==> src/rtl/mips16_pkg.sv <==
// Shared MIPS16 widths, data-bridge FSM states and the error read value.
package mips16_pkg;
  localparam int DATA_W = 16;
  localparam int ADDR_W = 8;
  localparam logic [DATA_W-1:0] ERR_DATA = 16'hDEAD;

  typedef enum logic [1:0] {
    IDLE,
    REQ,
    DONE
  } dmem_state_t;
endpackage

==> src/rtl/dmem_bus_bridge_if.sv <==
// External req/ack data bus between the MEM-stage bridge (master) and the memory slave.
interface dmem_bus_bridge_if;
  import mips16_pkg::*;

  logic              bus_req;
  logic              bus_we;
  logic [ADDR_W-1:0] bus_addr;
  logic [DATA_W-1:0] bus_wdata;
  logic              bus_ack;
  logic [DATA_W-1:0] bus_rdata;
  logic              bus_err;

  modport master (
    output bus_req, bus_we, bus_addr, bus_wdata, bus_err,
    input  bus_ack, bus_rdata
  );

  modport slave (
    input  bus_req, bus_we, bus_addr, bus_wdata, bus_err,
    output bus_ack, bus_rdata
  );
endinterface

==> src/rtl/dmem_bus_bridge.sv <==
// Turns MEM-stage loads/stores into req/ack bus transactions, stalling the pipeline
// until ack or timeout; each access costs IDLE->REQ->DONE, at least 3 cycles.
module dmem_bus_bridge
  import mips16_pkg::*;
#(
  parameter int TIMEOUT = 15
) (
  input  logic              clk,
  input  logic              rst,
  input  logic [DATA_W-1:0] mem_access_addr,
  input  logic [DATA_W-1:0] mem_write_data,
  input  logic              mem_write_en,
  input  logic              mem_read_en,
  output logic [DATA_W-1:0] mem_read_data,
  output logic              mem_stall_n,
  dmem_bus_bridge_if.master bus
);
  localparam int CNT_W = $clog2(TIMEOUT + 1);
  localparam logic [CNT_W-1:0] CNT_LAST = CNT_W'(TIMEOUT - 1);

  dmem_state_t       r_state;
  dmem_state_t       w_next;
  logic [CNT_W-1:0]  r_cnt;
  logic              r_we;
  logic              r_err;
  logic [ADDR_W-1:0] r_addr;
  logic [DATA_W-1:0] r_wdata;
  logic [DATA_W-1:0] r_rdata;
  logic              w_req_in;
  logic              w_timeout;
  logic              w_bus_req;
  logic              w_unused_addr_hi;

  assign w_req_in  = mem_write_en | mem_read_en;
  assign w_timeout = (r_cnt == CNT_LAST);
  // Address bits above the bus width are deliberately dropped (address wraps).
  assign w_unused_addr_hi = ^mem_access_addr[DATA_W-1:ADDR_W];

  always_ff @(posedge clk or posedge rst) begin
    if (rst) r_state <= IDLE;
    else     r_state <= w_next;
  end

  always_comb begin
    w_next      = r_state;
    mem_stall_n = 1'b1;
    w_bus_req   = 1'b0;
    case (r_state)
      IDLE: begin
        if (w_req_in) begin
          mem_stall_n = 1'b0;
          w_next      = REQ;
        end
      end
      REQ: begin
        w_bus_req   = 1'b1;
        mem_stall_n = 1'b0;
        if (bus.bus_ack || w_timeout) w_next = DONE;
      end
      DONE:    w_next = IDLE;
      default: w_next = IDLE;
    endcase
  end

  always_ff @(posedge clk or posedge rst) begin
    if (rst) begin
      r_cnt   <= '0;
      r_we    <= 1'b0;
      r_err   <= 1'b0;
      r_addr  <= '0;
      r_wdata <= '0;
      r_rdata <= '0;
    end else if (r_state == IDLE) begin
      r_cnt <= '0;
      if (w_req_in) begin
        r_addr  <= mem_access_addr[ADDR_W-1:0];
        r_wdata <= mem_write_data;
        r_we    <= mem_write_en;
      end
    end else if (r_state == REQ) begin
      r_cnt <= r_cnt + 1'b1;
      // Ack beats a coincident timeout, leaving the error flag untouched.
      if (bus.bus_ack) begin
        if (!r_we) r_rdata <= bus.bus_rdata;
      end else if (w_timeout) begin
        if (!r_we) r_rdata <= ERR_DATA;
        r_err <= 1'b1;
      end
    end
  end

  assign mem_read_data = r_rdata;
  assign bus.bus_req   = w_bus_req;
  assign bus.bus_we    = r_we;
  assign bus.bus_addr  = r_addr;
  assign bus.bus_wdata = r_wdata;
  assign bus.bus_err   = r_err;
endmodule

==> src/flat_wrapper.sv <==
// flat-port wrapper written by rule: the top's interface ports become plain ports
module dmem_bus_bridge_flat import mips16_pkg::*;
#(
  parameter int TIMEOUT = 15
)
  (clk, rst, mem_access_addr, mem_write_data, mem_write_en, mem_read_en, mem_read_data, mem_stall_n, bus_bus_req, bus_bus_we, bus_bus_addr, bus_bus_wdata, bus_bus_err, bus_bus_ack, bus_bus_rdata);
  dmem_bus_bridge_if bus_i ();
  input  logic clk;
  input  logic rst;
  input  logic [DATA_W-1:0] mem_access_addr;
  input  logic [DATA_W-1:0] mem_write_data;
  input  logic mem_write_en;
  input  logic mem_read_en;
  output logic [DATA_W-1:0] mem_read_data;
  output logic mem_stall_n;
  output wire logic [$bits(bus_i.bus_req)-1:0] bus_bus_req;
  output wire logic [$bits(bus_i.bus_we)-1:0] bus_bus_we;
  output wire logic [$bits(bus_i.bus_addr)-1:0] bus_bus_addr;
  output wire logic [$bits(bus_i.bus_wdata)-1:0] bus_bus_wdata;
  output wire logic [$bits(bus_i.bus_err)-1:0] bus_bus_err;
  input wire logic [$bits(bus_i.bus_ack)-1:0] bus_bus_ack;
  input wire logic [$bits(bus_i.bus_rdata)-1:0] bus_bus_rdata;
  assign bus_bus_req = bus_i.bus_req;
  assign bus_bus_we = bus_i.bus_we;
  assign bus_bus_addr = bus_i.bus_addr;
  assign bus_bus_wdata = bus_i.bus_wdata;
  assign bus_bus_err = bus_i.bus_err;
  assign bus_i.bus_ack = bus_bus_ack;
  assign bus_i.bus_rdata = bus_bus_rdata;
  dmem_bus_bridge #(.TIMEOUT(TIMEOUT)) u_core (.clk(clk), .rst(rst), .mem_access_addr(mem_access_addr), .mem_write_data(mem_write_data), .mem_write_en(mem_write_en), .mem_read_en(mem_read_en), .mem_read_data(mem_read_data), .mem_stall_n(mem_stall_n), .bus(bus_i));
endmodule
==> config.mk <==
export PLATFORM = sky130hd
export DESIGN_NAME = dmem_bus_bridge_flat
export DESIGN_NICKNAME = d
export VERILOG_FILES = /design/src/rtl/mips16_pkg.sv /design/src/rtl/dmem_bus_bridge_if.sv /design/src/rtl/dmem_bus_bridge.sv /design/src/flat_wrapper.sv
export SDC_FILE = /design/constraint.sdc
export NUM_CORES = 1
export LEC_CHECK = 0
export ABC_AREA = 1
export BUFFER_PORTS_ARGS = -buffer_cell sky130_fd_sc_hd__buf_2
export CORE_ASPECT_RATIO = 0.6
export CORE_MARGIN = 1.5
export CORE_UTILIZATION = 45
export CTS_CLUSTER_SIZE = 14
export DETAILED_ROUTE_END_ITERATION = 8
export GPL_TIMING_DRIVEN = 0
export PLACE_DENSITY_LB_ADDON = 0.2
export SYNTH_ARGS = -nofsm -noshare
export SYNTH_HDL_FRONTEND = slang
export SYNTH_SLANG_ARGS = --single-unit
==> constraint.sdc <==
create_clock -name clk -period 1.8 [get_ports clk]
set_input_delay 0.36 -clock clk [delete_from_list [all_inputs] [get_ports clk]]
set_output_delay 0.36 -clock clk [all_outputs]
set_load 0.1 [all_outputs]
==> flow_metrics.env, run 1 <==
export IMPL_worst_pin_slew_ps=500
export IMPL_nets=379
export IMPL_avgSynthCellArea_um2=8.92
export IMPL_multi_input_area_um2=751
export IMPL_syn_inst=228
export IMPL_maxCapViolations=0
export IMPL_synth_xor_area_frac=0
export IMPL_layout_commonest_cell="buf_2"
export IMPL_skew_ps=8.49
export IMPL_cts_root_buf="clkbuf_8"
export IMPL_die_w_um=89.8
export IMPL_firstDrtPassIters=4
export IMPL_place_inst=377
export IMPL_drive_gt1_frac=0.385
export IMPL_r2r_end="u_core.mem_read_data[8]"
export IMPL_r2r_start="u_core.r_state[1]"
export IMPL_clk_latency_ps=290
export IMPL_nFillCells=391
export IMPL_arrival_ps=1360
export IMPL_grt_setup_unrepaired="no"
export IMPL_hold_violations=0
export IMPL_grt_usage=0.198
export IMPL_crit_required_ps=1440
export IMPL_regArea_mm2=0.00120
export IMPL_synth_compound_area_share=0.0209
export IMPL_dieArea_mm2=0.00494
export IMPL_post_route_util=0.636
export IMPL_io_buffers=88
export IMPL_final_period_utilization=0.954
export IMPL_relSlewSlack=0.669
export IMPL_yosysSeqAreaShare=0.591
export IMPL_startpoint_type="register"
export IMPL_crit_path_max_fanout=6
export IMPL_routedWlPerCell_um=12.3
export IMPL_start_util=0.483
export IMPL_layout_common_cells="buf_2 (91), nand2_1 (89), dfrtp_1 (48)"
export IMPL_dr_first_iter_drc_count=77
export IMPL_synth_ff_latch_count=48
export IMPL_synth_fa_ha_area_frac=0.0123
export IMPL_grt_max_degree=33
export IMPL_vias_per_cell=4.74
export IMPL_cts_hold_buf=0
export IMPL_gr_total_overflow=0
export IMPL_synth_nets=283
export IMPL_grt_pass1_wl_um=7550
export IMPL_ys_types=19
export IMPL_netlist_area_mm2=0.00203
export IMPL_synthToLayoutAreaGrowth_pct=31.7
export IMPL_route_detailed_drc=0
export IMPL_hold_worst_slack_ps=31.8
export IMPL_status="completed"
export IMPL_period_needed_ps=1720
export IMPL_rows=18
export IMPL_hp_class="input port to async pin"
export IMPL_yosys_warnings=0
export IMPL_yosys_area_share_simple=0.330
export IMPL_r2r_cells=7
export IMPL_yosys_mux_area_fraction=0
export IMPL_clock_sinks=48
export IMPL_htreeDepth=2
export IMPL_cts_tree="yes"
export IMPL_layoutNonFillerInstCount=385
export IMPL_die_height_um=55.1
export IMPL_antenna_left=0
export IMPL_wirelength_um=4720
export IMPL_slew_viol_final=0
export IMPL_cts_path_max_buffers=2
export IMPL_antenna_found_initial=0
export IMPL_cp_end_kind="output pin"
export IMPL_boundaryPins=97
export IMPL_synth_top_family_by_area="simple AND/OR/NAND/NOR gates"
export IMPL_clk_pin_slew_ps=90
export IMPL_grt_pass1_vias=1667
export IMPL_critPathKind="register to output pin"
export IMPL_coreArea_mm2=0.00421
export IMPL_setup_violations=0
export IMPL_r2r_slack_ps=360
export IMPL_finalWeightedCongestion=0.753
export IMPL_cts_buffers=5
export IMPL_hpwlAfterDp_um=3560
export IMPL_vias=1824
export IMPL_diodes=0
export IMPL_timing_fmax_mhz=582
critical path, stage by stage (launching register included):
cell and delay [ps]:
dfrtp_1 440, inv_2 130, nand2_2 120, inv_1 100
buf_4 290
stage by stage:
stage	setup TNS (ps)	instance area, um2	setup slack (ps)
CTS	0	2680	10.8
global route	0	2680	7.94
floorplan	0	2040	172
global placement	-15580	2560	-328
detailed placement	0	2580	10.8
finish	0	2680	82.2
synthesized netlist by cell type:
cell / number / area share
or2_2: 11 / 0.034
o21ai_0: 3 / 0.0074
buf_2: 5 / 0.012
nor2_1: 3 / 0.0055
or2_0: 1 / 0.0031
nand2_1: 89 / 0.16
inv_2: 1 / 0.0018
nand2_2: 3 / 0.0092
clkbuf_1: 2 / 0.0037
nor2_4: 1 / 0.0055
a21oi_1: 4 / 0.0098
buf_6: 1 / 0.0055
buf_4: 3 / 0.011
inv_1: 6 / 0.011
nor2_2: 1 / 0.0031
ha_1: 2 / 0.012
o21bai_1: 1 / 0.0037
dfrtp_1: 48 / 0.59
nand3_1: 43 / 0.11
layout make-up:
| type | count | share of cell area |
|---|---|---|
| plain buffers | 11 | 0.0248 |
| well taps | 60 | 0.0280 |
| clock inverters | 2 | 0.00374 |
| inverters | 7 | 0.00981 |
| multi-input cells | 162 | 0.280 |
| flip-flops and latches | 48 | 0.449 |
| repair buffers | 89 | 0.174 |
| clock buffers | 6 | 0.0308 |
logic make-up (layout without fill, tap and decap cells):
logic type / after synthesis / in the layout
and+or+nand+nor: 152 / 152
DFF: 48 / 48
buffers and inverters: 18 / 115
AOI/OAI and AO/OA: 8 / 8
adders and majority gates: 2 / 2
timing repair:
| item | in CTS | in global routing |
|---|---|---|
| setup buffers | 0 | 0 |
| endpoints found under the setup margin | 1 | 1 |
| cloned | 0 | 0 |
| resized for setup | 1 | 1 |
layer usage:
| metal | track usage | vias up | wire [um] |
|---|---|---|---|
| met2 | 0.313 | 47 | 2110 |
| met5 | 0 | - | 0 |
| met3 | 0.0533 | 2 | 257 |
| li1 | - | 918 | - |
| met4 | 0.0608 | 0 | 12 |
| met1 | 0.273 | 857 | 2340 |
state kept, by name, indices dropped and copies added, names as in the netlist:
register	cells
u_core.bus.bus_addr	8
u_core.bus.bus_wdata	16
u_core.bus.bus_we	1
u_core.mem_read_data	16
u_core.r_state	2
u_core.bus.bus_err	1
u_core.r_cnt	4
worst max-delay path by stage:
stage	from	endpoint	slack [ps]
final	u_core.r_state[1]	bus_bus_req	80
after global placement	rst	u_core.bus.bus_wdata[12]	-330
after detailed placement	mem_write_en	mem_stall_n	10
after global routing	u_core.r_state[1]	bus_bus_req	8
after CTS	mem_write_en	mem_stall_n	10
after floorplan	mem_write_en	mem_stall_n	170
Power of run 1 is not shown: default switching activity piles up to over one toggle a cycle in this logic, so the estimate is an artifact.
==> run 2: changes to the inputs <==
--- a/config.mk
+++ b/config.mk
@@ -10,6 +10,7 @@
 export CORE_ASPECT_RATIO = 0.6
 export CORE_MARGIN = 1.5
 export CORE_UTILIZATION = 45
+export CTS_BUF_LIST = sky130_fd_sc_hd__clkbuf_16
 export CTS_CLUSTER_SIZE = 14
 export DETAILED_ROUTE_END_ITERATION = 8
 export GPL_TIMING_DRIVEN = 0
==> run 2 against run 1 <==
Sequential cell count is the same. Routed wire length is 1.3% higher. Clock skew fell by 0.67 ps. Count of clock-buffer cells in the layout down 1. Critical path type unchanged. Worst setup slack improved by 15 ps. Core utilization increased by 1.1 points. Via count is 0.82% higher. Non-clock buffer count unchanged.
==> flow_metrics.env, run 2 (synthesized netlist as in run 1, its figures left out) <==
export IMPL_nFillCells=390
export IMPL_route_detailed_drc=0
export IMPL_io_buffers=88
export IMPL_critPathKind="register to output pin"
export IMPL_layoutNonFillerInstCount=385
export IMPL_crit_required_ps=1440
export IMPL_cp_top_family="buffers and inverters"
export IMPL_cts_buffers=5
export IMPL_hold_violations=0
export IMPL_dr_first_iter_drc_count=82
export IMPL_vias_per_cell=4.78
export IMPL_grt_max_degree=33
export IMPL_rows=18
export IMPL_clock_sinks=48
export IMPL_die_w_um=89.8
export IMPL_nets=379
export IMPL_clk_pin_slew_ps=60
export IMPL_setup_violations=0
export IMPL_period_needed_ps=1700
export IMPL_clk_latency_ps=280
export IMPL_post_cts_setup_buffer_count=0
export IMPL_die_height_um=55.1
export IMPL_layout_commonest_cell="buf_2"
export IMPL_antenna_found_initial=0
export IMPL_placedInstanceArea_mm2=0.00258
export IMPL_slowest_stage="dfrtp_1"
export IMPL_critPathBufInv=3
export IMPL_antenna_left=0
export IMPL_skew_ps=7.82
export IMPL_maxCapViolations=0
export IMPL_diodes=0
export IMPL_slew_viol_final=0
export IMPL_timing_fmax_mhz=587
export IMPL_postLayoutCellArea_mm2=0.00272
export IMPL_relSlewSlack=0.669
export IMPL_routedWlPerCell_um=12.4
export IMPL_dieArea_mm2=0.00494
export IMPL_cp_end_kind="output pin"
export IMPL_grt_setup_unrepaired="no"
export IMPL_gr_total_overflow=0
export IMPL_arrival_ps=1340
export IMPL_final_setup_tns_ps=0
export IMPL_hpwlAfterDp_um=3560
export IMPL_vias=1839
export IMPL_layout_common_cells="buf_2 (91), nand2_1 (89), dfrtp_1 (48)"
export IMPL_cts_path_max_buffers=2
export IMPL_firstDrtPassIters=4
export IMPL_wirelength_um=4780
export IMPL_worstPathCellList="inv_2, nand2_2, inv_1, buf_4"
export IMPL_status="completed"
export IMPL_coreArea_mm2=0.00421
export IMPL_final_period_utilization=0.946
export IMPL_place_inst=377
export IMPL_cts_tree="yes"
export IMPL_cts_root_buf="clkbuf_16"
export IMPL_synthToLayoutAreaGrowth_pct=34.0
export IMPL_htreeDepth=2
export IMPL_finalWeightedCongestion=0.753
export IMPL_grt_pass1_wl_um=7620
export IMPL_drive_gt1_frac=0.382
export IMPL_hp_class="input port to async pin"
export IMPL_grt_pass1_vias=1677
export IMPL_boundaryPins=97
export IMPL_slowest_delay_ps=430
export IMPL_hold_worst_slack_ps=47.3
export IMPL_startpoint_type="register"
export IMPL_start_util=0.483
export IMPL_crit_path_max_fanout=6
export IMPL_grt_usage=0.201
export IMPL_worst_pin_slew_ps=501
## run 2: what timing repair did
item | CTS | global route
gates resized for setup | 1 | 1
endpoints found under the hold margin | 0 | 0
setup endpoints to repair | 1 | 1
hold buffers | 0 | 0
## run 2: metal layers
layer	routed length, um	vias up	global-route usage
li1	-	920	-
met1	2400	862	0.275
met2	2100	53	0.319
met3	258	4	0.0533
met4	23	0	0.0688
met5	0	-	0
## run 2: area by class of cell
| type | instances | area [um2] | share of cell area |
|---|---|---|---|
| buffer | 11 | 66.3 | 0.0243 |
| clock buffer | 5 | 125 | 0.0459 |
| clock inverter | 3 | 13.8 | 0.00505 |
| inverter | 7 | 26.3 | 0.00965 |
| multi-input combinational | 162 | 751 | 0.276 |
| sequential | 48 | 1200 | 0.441 |
| tap | 60 | 75.1 | 0.0276 |
| timing repair buffer | 89 | 465 | 0.171 |
## run 2: path summary, 6_finish.rpt
path / startpoint / to / slack, ps / cells after the start
setup / recovery: u_core.r_state[1] / bus_bus_req / 100 / 4
hold / removal: rst / u_core.bus.bus_addr[0] / 50 / 2
setup reg to reg: u_core.r_cnt[0] / u_core.mem_read_data[8] / 340 / 8
hold reg to reg: u_core.bus.bus_wdata[11] / u_core.bus.bus_wdata[11] / 470 / 2
max in group asynchronous: rst / u_core.mem_read_data[3] / 1260 / 3
min in group clk: mem_access_addr[3] / u_core.bus.bus_addr[3] / 310 / 3
## run 2: through the flow
step,utilization,worst slack (ps)
2_1_floorplan,-,172
5_1_grt,0.647,40.7
3_3_place_gp,0.608,-328
4_1_cts,0.646,10.8
6_report,0.647,97.2
3_5_place_dp,0.613,10.8
Power of run 2 is left out for the same reason.
